<file path="src/rtl/wb_port_arbiter_pkg.sv">
// Shared types and constants for the register-file writeback arbiter.
// Widths mirror the core configuration; tWbSrc encodes grant and round-robin pointer.
package wb_port_arbiter_pkg;

    localparam int cXLEN       = 32;
    localparam int cRegSelBitW = 5;
    localparam int cRegNum     = 32;

    typedef struct packed {
        logic                   dv;
        logic [cRegSelBitW-1:0] addr;
    } tRegOp;

    typedef enum logic {
        WB_ALU = 1'b0,
        WB_MEM = 1'b1
    } tWbSrc;

    function automatic logic [cRegNum-1:0] reg_onehot(
        input logic                   valid,
        input logic [cRegSelBitW-1:0] addr
    );
        logic [cRegNum-1:0] v_bit;
        v_bit = '0;
        if (valid) begin
            v_bit[addr] = 1'b1;
        end
        return v_bit;
    endfunction

endpackage

</file>
<file path="src/rtl/wb_port_arbiter_if.sv">
// Bundles both writeback requesters and the regFile write port.
// Handshake: a request is taken on a rising edge where dv && ready; the requester holds dv/addr/data stable until then.
interface wb_port_arbiter_if;
    import wb_port_arbiter_pkg::*;

    tRegOp              iAluRd;
    logic [cXLEN-1:0]   iAluData;
    logic               oAluReady;
    tRegOp              iMemRd;
    logic [cXLEN-1:0]   iMemData;
    logic               oMemReady;
    tRegOp              oRd;
    logic [cXLEN-1:0]   oRdData;
    logic [cRegNum-1:0] oPending;
    tWbSrc              dbgLastGrant;

    modport slave (
        input  iAluRd, iAluData, iMemRd, iMemData,
        output oAluReady, oMemReady, oRd, oRdData, oPending, dbgLastGrant
    );

    modport master (
        output iAluRd, iAluData, iMemRd, iMemData,
        input  oAluReady, oMemReady, oRd, oRdData, oPending, dbgLastGrant
    );

endinterface

</file>
<file path="src/rtl/wb_hold_buf.sv">
// One-entry writeback holding buffer with ready generation, x0 filtering and age tracking.
// Next-state valid/addr are exported so the owner can register the pending bitmap in step.
module wb_hold_buf
    import wb_port_arbiter_pkg::*;
(
    input  logic                   i_clk,
    input  logic                   i_rst_n,
    input  tRegOp                  i_req,
    input  logic [cXLEN-1:0]       i_data,
    input  logic                   i_grant,
    input  logic                   i_any_grant,
    input  logic                   i_other_capture,
    output logic                   o_ready,
    output logic                   o_capture,
    output logic                   o_valid,
    output logic [cRegSelBitW-1:0] o_addr,
    output logic [cXLEN-1:0]       o_data,
    output logic                   o_age,
    output logic                   o_valid_nxt,
    output logic [cRegSelBitW-1:0] o_addr_nxt
);

    logic                   r_valid;
    logic [cRegSelBitW-1:0] r_addr;
    logic [cXLEN-1:0]       r_data;
    logic                   r_age;

    logic w_accept;
    logic w_capture;
    logic w_stays;

    assign o_ready   = !r_valid || i_grant;
    assign w_accept  = i_req.dv && o_ready;
    // Writes to x0 are swallowed here so they never occupy the slot or reach the port.
    assign w_capture = w_accept && (i_req.addr != '0);
    assign w_stays   = r_valid && !i_grant;

    assign o_valid_nxt = w_capture || w_stays;
    assign o_addr_nxt  = w_capture ? i_req.addr : r_addr;

    always_ff @(posedge i_clk) begin
        if (!i_rst_n) begin
            r_valid <= 1'b0;
            r_addr  <= '0;
            r_data  <= '0;
            r_age   <= 1'b0;
        end else begin
            r_valid <= o_valid_nxt;
            if (w_capture) begin
                r_addr <= i_req.addr;
                r_data <= i_data;
            end
            // A surviving entry becomes older than anything the other side takes this edge.
            if (w_stays && i_other_capture) begin
                r_age <= 1'b1;
            end else if (i_any_grant) begin
                r_age <= 1'b0;
            end
        end
    end

    assign o_capture = w_capture;
    assign o_valid   = r_valid;
    assign o_addr    = r_addr;
    assign o_data    = r_data;
    assign o_age     = r_age;

endmodule

</file>
<file path="src/rtl/wb_port_arbiter.sv">
// Arbitrates the single regFile write port between the ALU and load writeback buffers.
// Round-robin between distinct destinations, oldest-first for a shared destination.
module wb_port_arbiter
    import wb_port_arbiter_pkg::*;
(
    input  logic              iClk,
    input  logic              iRst,
    wb_port_arbiter_if.slave  bus
);

    logic                   w_alu_ready, w_alu_capture, w_alu_valid, w_alu_age, w_alu_valid_nxt;
    logic [cRegSelBitW-1:0] w_alu_addr, w_alu_addr_nxt;
    logic [cXLEN-1:0]       w_alu_data;
    logic                   w_mem_ready, w_mem_capture, w_mem_valid, w_mem_age, w_mem_valid_nxt;
    logic [cRegSelBitW-1:0] w_mem_addr, w_mem_addr_nxt;
    logic [cXLEN-1:0]       w_mem_data;

    logic w_grant_alu;
    logic w_grant_mem;
    logic w_grant_any;
    logic w_rr_flip;

    tWbSrc              r_last_grant;
    tRegOp              r_rd;
    logic [cXLEN-1:0]   r_rd_data;
    logic [cRegNum-1:0] r_pending;

    assign w_grant_any = w_grant_alu || w_grant_mem;

    wb_hold_buf u_alu_buf (
        .i_clk           (iClk),
        .i_rst_n         (iRst),
        .i_req           (bus.iAluRd),
        .i_data          (bus.iAluData),
        .i_grant         (w_grant_alu),
        .i_any_grant     (w_grant_any),
        .i_other_capture (w_mem_capture),
        .o_ready         (w_alu_ready),
        .o_capture       (w_alu_capture),
        .o_valid         (w_alu_valid),
        .o_addr          (w_alu_addr),
        .o_data          (w_alu_data),
        .o_age           (w_alu_age),
        .o_valid_nxt     (w_alu_valid_nxt),
        .o_addr_nxt      (w_alu_addr_nxt)
    );

    wb_hold_buf u_mem_buf (
        .i_clk           (iClk),
        .i_rst_n         (iRst),
        .i_req           (bus.iMemRd),
        .i_data          (bus.iMemData),
        .i_grant         (w_grant_mem),
        .i_any_grant     (w_grant_any),
        .i_other_capture (w_alu_capture),
        .o_ready         (w_mem_ready),
        .o_capture       (w_mem_capture),
        .o_valid         (w_mem_valid),
        .o_addr          (w_mem_addr),
        .o_data          (w_mem_data),
        .o_age           (w_mem_age),
        .o_valid_nxt     (w_mem_valid_nxt),
        .o_addr_nxt      (w_mem_addr_nxt)
    );

    // Same destination: the load only wins when it alone carries the age mark,
    // so a simultaneous capture resolves to the ALU entry.
    always_comb begin
        w_grant_alu = 1'b0;
        w_grant_mem = 1'b0;
        w_rr_flip   = 1'b0;
        if (w_alu_valid && w_mem_valid) begin
            if (w_alu_addr == w_mem_addr) begin
                if (w_mem_age && !w_alu_age) begin
                    w_grant_mem = 1'b1;
                end else begin
                    w_grant_alu = 1'b1;
                end
            end else begin
                w_rr_flip = 1'b1;
                if (r_last_grant == WB_ALU) begin
                    w_grant_mem = 1'b1;
                end else begin
                    w_grant_alu = 1'b1;
                end
            end
        end else if (w_alu_valid) begin
            w_grant_alu = 1'b1;
        end else if (w_mem_valid) begin
            w_grant_mem = 1'b1;
        end
    end

    always_ff @(posedge iClk) begin
        if (!iRst) begin
            r_last_grant <= WB_MEM;
            r_rd         <= '0;
            r_rd_data    <= '0;
            r_pending    <= '0;
        end else begin
            if (w_rr_flip) begin
                r_last_grant <= w_grant_mem ? WB_MEM : WB_ALU;
            end
            r_rd.dv <= w_grant_any;
            if (w_grant_alu) begin
                r_rd.addr <= w_alu_addr;
                r_rd_data <= w_alu_data;
            end else if (w_grant_mem) begin
                r_rd.addr <= w_mem_addr;
                r_rd_data <= w_mem_data;
            end
            r_pending <= reg_onehot(w_alu_valid_nxt, w_alu_addr_nxt)
                       | reg_onehot(w_mem_valid_nxt, w_mem_addr_nxt);
        end
    end

    assign bus.oAluReady    = w_alu_ready;
    assign bus.oMemReady    = w_mem_ready;
    assign bus.oRd          = r_rd;
    assign bus.oRdData      = r_rd_data;
    assign bus.oPending     = r_pending;
    assign bus.dbgLastGrant = r_last_grant;

endmodule
</file>
<file path="src/flat_wrapper.sv">
// flat-port wrapper written by rule: the top's interface ports become plain ports
module wb_port_arbiter_flat import wb_port_arbiter_pkg::*;
  (iClk, iRst, bus_iAluRd, bus_iAluData, bus_iMemRd, bus_iMemData, bus_oAluReady, bus_oMemReady, bus_oRd, bus_oRdData, bus_oPending, bus_dbgLastGrant);
  wb_port_arbiter_if bus_i ();
  input  logic iClk;
  input  logic iRst;
  input wire logic [$bits(bus_i.iAluRd)-1:0] bus_iAluRd;
  input wire logic [$bits(bus_i.iAluData)-1:0] bus_iAluData;
  input wire logic [$bits(bus_i.iMemRd)-1:0] bus_iMemRd;
  input wire logic [$bits(bus_i.iMemData)-1:0] bus_iMemData;
  output wire logic [$bits(bus_i.oAluReady)-1:0] bus_oAluReady;
  output wire logic [$bits(bus_i.oMemReady)-1:0] bus_oMemReady;
  output wire logic [$bits(bus_i.oRd)-1:0] bus_oRd;
  output wire logic [$bits(bus_i.oRdData)-1:0] bus_oRdData;
  output wire logic [$bits(bus_i.oPending)-1:0] bus_oPending;
  output wire logic [$bits(bus_i.dbgLastGrant)-1:0] bus_dbgLastGrant;
  assign bus_i.iAluRd = bus_iAluRd;
  assign bus_i.iAluData = bus_iAluData;
  assign bus_i.iMemRd = bus_iMemRd;
  assign bus_i.iMemData = bus_iMemData;
  assign bus_oAluReady = bus_i.oAluReady;
  assign bus_oMemReady = bus_i.oMemReady;
  assign bus_oRd = bus_i.oRd;
  assign bus_oRdData = bus_i.oRdData;
  assign bus_oPending = bus_i.oPending;
  assign bus_dbgLastGrant = bus_i.dbgLastGrant;
  wb_port_arbiter u_core (.iClk(iClk), .iRst(iRst), .bus(bus_i));
endmodule
</file>
<file path="config.mk">
export PLATFORM = sky130hd
export DESIGN_NAME = wb_port_arbiter_flat
export DESIGN_NICKNAME = d
export VERILOG_FILES = /design/src/rtl/wb_port_arbiter_pkg.sv /design/src/rtl/wb_port_arbiter_if.sv /design/src/rtl/wb_hold_buf.sv /design/src/rtl/wb_port_arbiter.sv /design/src/flat_wrapper.sv
export SDC_FILE = /design/constraint.sdc
export NUM_CORES = 1
export LEC_CHECK = 0
export CORE_ASPECT_RATIO = 1.1
export CORE_MARGIN = 3
export CORE_UTILIZATION = 34
export DETAILED_ROUTE_END_ITERATION = 12
export HOLD_SLACK_MARGIN = 0.06
export PLACE_DENSITY = 0.55
export SKIP_LAST_GASP = 1
export SYNTH_ARGS = -nofsm -noshare
export SYNTH_HDL_FRONTEND = slang
export SYNTH_HIERARCHICAL = 1
export SYNTH_SLANG_ARGS = --single-unit
</file>
<file path="constraint.sdc">
create_clock -name iClk -period 5 [get_ports iClk]
set_input_delay 0.5 -clock iClk [delete_from_list [all_inputs] [get_ports iClk]]
set_output_delay 0.5 -clock iClk [all_outputs]
set_load 0.005 [all_outputs]
</file>
==> impl_metrics.yaml <==
logic_synthesis:
  synth-async-reset-ratio: 0
  yosys_warnings: 6
  synth_edf_count: 0
  synth_area_leaders: "dfxtp_1 (44%), mux2i_1 (11%), nand2_1 (11%)"
  ys_ff_latch: 149
  ys.flop_type: "dfxtp_1"
  synth.distinct_cells: 41
  yosys.area.top_type_share: 0.4446
  synthCells: 734
  yosys.area.top_type: "dfxtp_1"
  synthesis.area_um2: 6709
  syn_nets: 812
  yosysSeqAreaShare: 0.4446
  synth_area_per_cell_um2: 9.140
final_layout:
  final_net_count: 927
  final_cell_mix: "nand2_1 (189), clkdlybuf4s50_1 (149), dfxtp_1 (149), mux2i_1 (74), and2_1 (40)"
  finish.utilization: 0.4597
  antennaDiodeCount: 0
  drive_above_1_share: 0.08246
  area_growth_syn_to_layout_pct: 31.76
  final_area_um2: 8840
  layout_commonest_cell: "nand2_1"
global_routing:
  grt_usage: 0.1844
  grt_overflow_total: 0
  grt_pass1_vias: 5990
  antenna_found_initial: 0
  grt_max_degree: 83
  grt_pass1_wl_um: 32130
routing:
  drt-pass1-iter-count: 5
  drc: 0
  wl_per_cell_um: 17.92
  dr.first_iter.drc_count: 448
  drt-total-wl_um: 19850
  vias: 5867
  vias_per_cell: 5.295
  postRouteAntennaNets: 0
clock_network:
  cts.root.buffer_cell: "clkbuf_16"
  clock_latency_ns: 0.42
  cts_tree: "done"
  cts_hold_buf: 0
  clock_sinks: 149
  cts.repair.resized: 0
  clock_path_buffers: 2
  clkSlewWorstSetupHoldPaths_ns: 0.06
  numCtsBuffers: 17
  cts-htree-levels: 4
  cts_setup_buffers: 0
timing:
  tns_ns: 0
  period_needed_ns: 3.518
  rsz0062_at_grt: "no"
  setup_viol: 0
  relSlewSlack: 0.1838
  setup_slack_ns: 1.482
  fin_crit_sh: 0.7036
  final_hold_viol_count: 0
  worstMarginPinSlew_ns: 1.224
  hold_ws_ns: 0.4733
  slew_viol_final: 0
  fin_skew_ns: 0.01047
  fmax_ghz: 0.2842
worst_setup_path:
  endpoint_kind: "primary output"
  crit_fanout: 66
  setup.worst_path.start: "u_core/u_alu_buf/o_valid$_SDFF_PN0_"
  cp.arrival_ns: 3.02
  cp.required_ns: 4.50
  rr_startpoint: "u_core/u_alu_buf/o_valid$_SDFF_PN0_"
  crit_path_start_kind: "flop"
  path_class: "flop to primary output"
  r2r_setup_slack_ns: 1.52
floorplanning:
  rows: 53
  die_x_um: 139.9
  core_um2: 19230
  die_h_um: 153.3
  start_util: 0.3489
  dieArea_um2: 21460
  ios: 151
worst_hold_path:
  worstHoldPathType: "flop to flop"
  worstHoldStart: "u_core/u_mem_buf/o_data[24]$_SDFFE_PN0P_"
status:
  outcome: "completed"
place:
  gp_congestion: 0.7921
  postPlaceCellArea_um2: 8233
  numPortBuffers: 150
  dp_hpwl_um: 12790
  dp_slack_ns: 1.578
pwr:
  powerDensity_nw_per_um2: 357.6
  p_leak_nw: 3.329
  ir_drop_mv: 0.2445
run:
  drv_cap: 0
through the flow:
step           std cells  total power (W)
2_1_floorplan        734         0.001646
3_3_place_gp        1077         0.001860
3_5_place_dp        1077         0.001875
4_1_cts             1108         0.003192
5_1_grt             1108         0.003295
6_report            1108         0.003161
cell usage after synthesis (all sizes together), types with 4 or more instances:
cell type  number
clkbuf         33
nand4           6
a221o          37
buf            25
inv             7
mux2            8
and2           40
mux2i          74
or3b            6
nand3b         10
a21oi          35
o21ai          13
dfxtp         149
o22ai          34
xor2            5
nor2            4
nand2         189
nand3           5
o221ai         32
final cells by class:
type	instances	area, um^2
Tap cell	247	309.0
Sequential cell	149	2983
Clock buffer	19	452.9
Clock inverter	12	153.9
Multi-Input combinational cell	520	3382
Timing Repair Buffer	154	1533
Fill cell	1837	10390
Inverter	7	26.28
metal layers:
metal  vias to the layer above  wire (um)  global-route usage
met2                       174       9626              0.3035
met3                        26       1189             0.04975
met4                         0        328             0.05584
met5                         -          0                   0
li1                       2866          -                   -
met1                      2801       8708              0.2367
worst max-delay path, cell delays in order (launching register included):
cell             delay [ns]
dfxtp_1                0.46
inv_2                  0.93
o21a_1                 0.24
nand2b_1               0.34
clkdlybuf4s50_1        0.61
registers in the layout, indices dropped and copies added (netlist names):
signal,flops
u_core/u_mem_buf/o_valid,1
u_core/bus.dbgLastGrant,1
u_core/bus.oPending,32
u_core/u_alu_buf/o_data,32
u_core/u_mem_buf/o_data,32
u_core/u_alu_buf/o_addr,5
u_core/bus.oRd,6
u_core/bus.oRdData,32
u_core/u_mem_buf/o_addr,5
u_core/u_mem_buf/o_age,1
u_core/u_alu_buf/o_valid,1
u_core/u_alu_buf/o_age,1
power breakdown:
group / internal [W] / switching [W]
registers: 0.00127 / 0.0000693
logic: 0.000257 / 0.000250
clock network: 0.000808 / 0.000504
total: 0.00234 / 0.000823
kinds of logic (layout without fill, tap and decap cells):
logic type,after synthesis,in the layout,synth area share
compound gates,160,160,0.1824
xor+xnor,6,6,0.007833
buf+inv,65,192,0.05129
flops,149,149,0.4446
mux,82,82,0.1238
simple gates,272,272,0.1900
worst paths after layout:
path                                                    to  cells past startpoint
setup / recovery                             bus_oMemReady                      4
hold / removal    u_core/u_mem_buf/o_data[24]$_SDFFE_PN0P_                      2
setup reg to reg        u_core/bus.oPending[24]$_SDFF_PN0_                      8
hold reg to reg   u_core/u_mem_buf/o_data[24]$_SDFFE_PN0P_                      2
No activity file was read; power rests on OpenSTA's default activity.
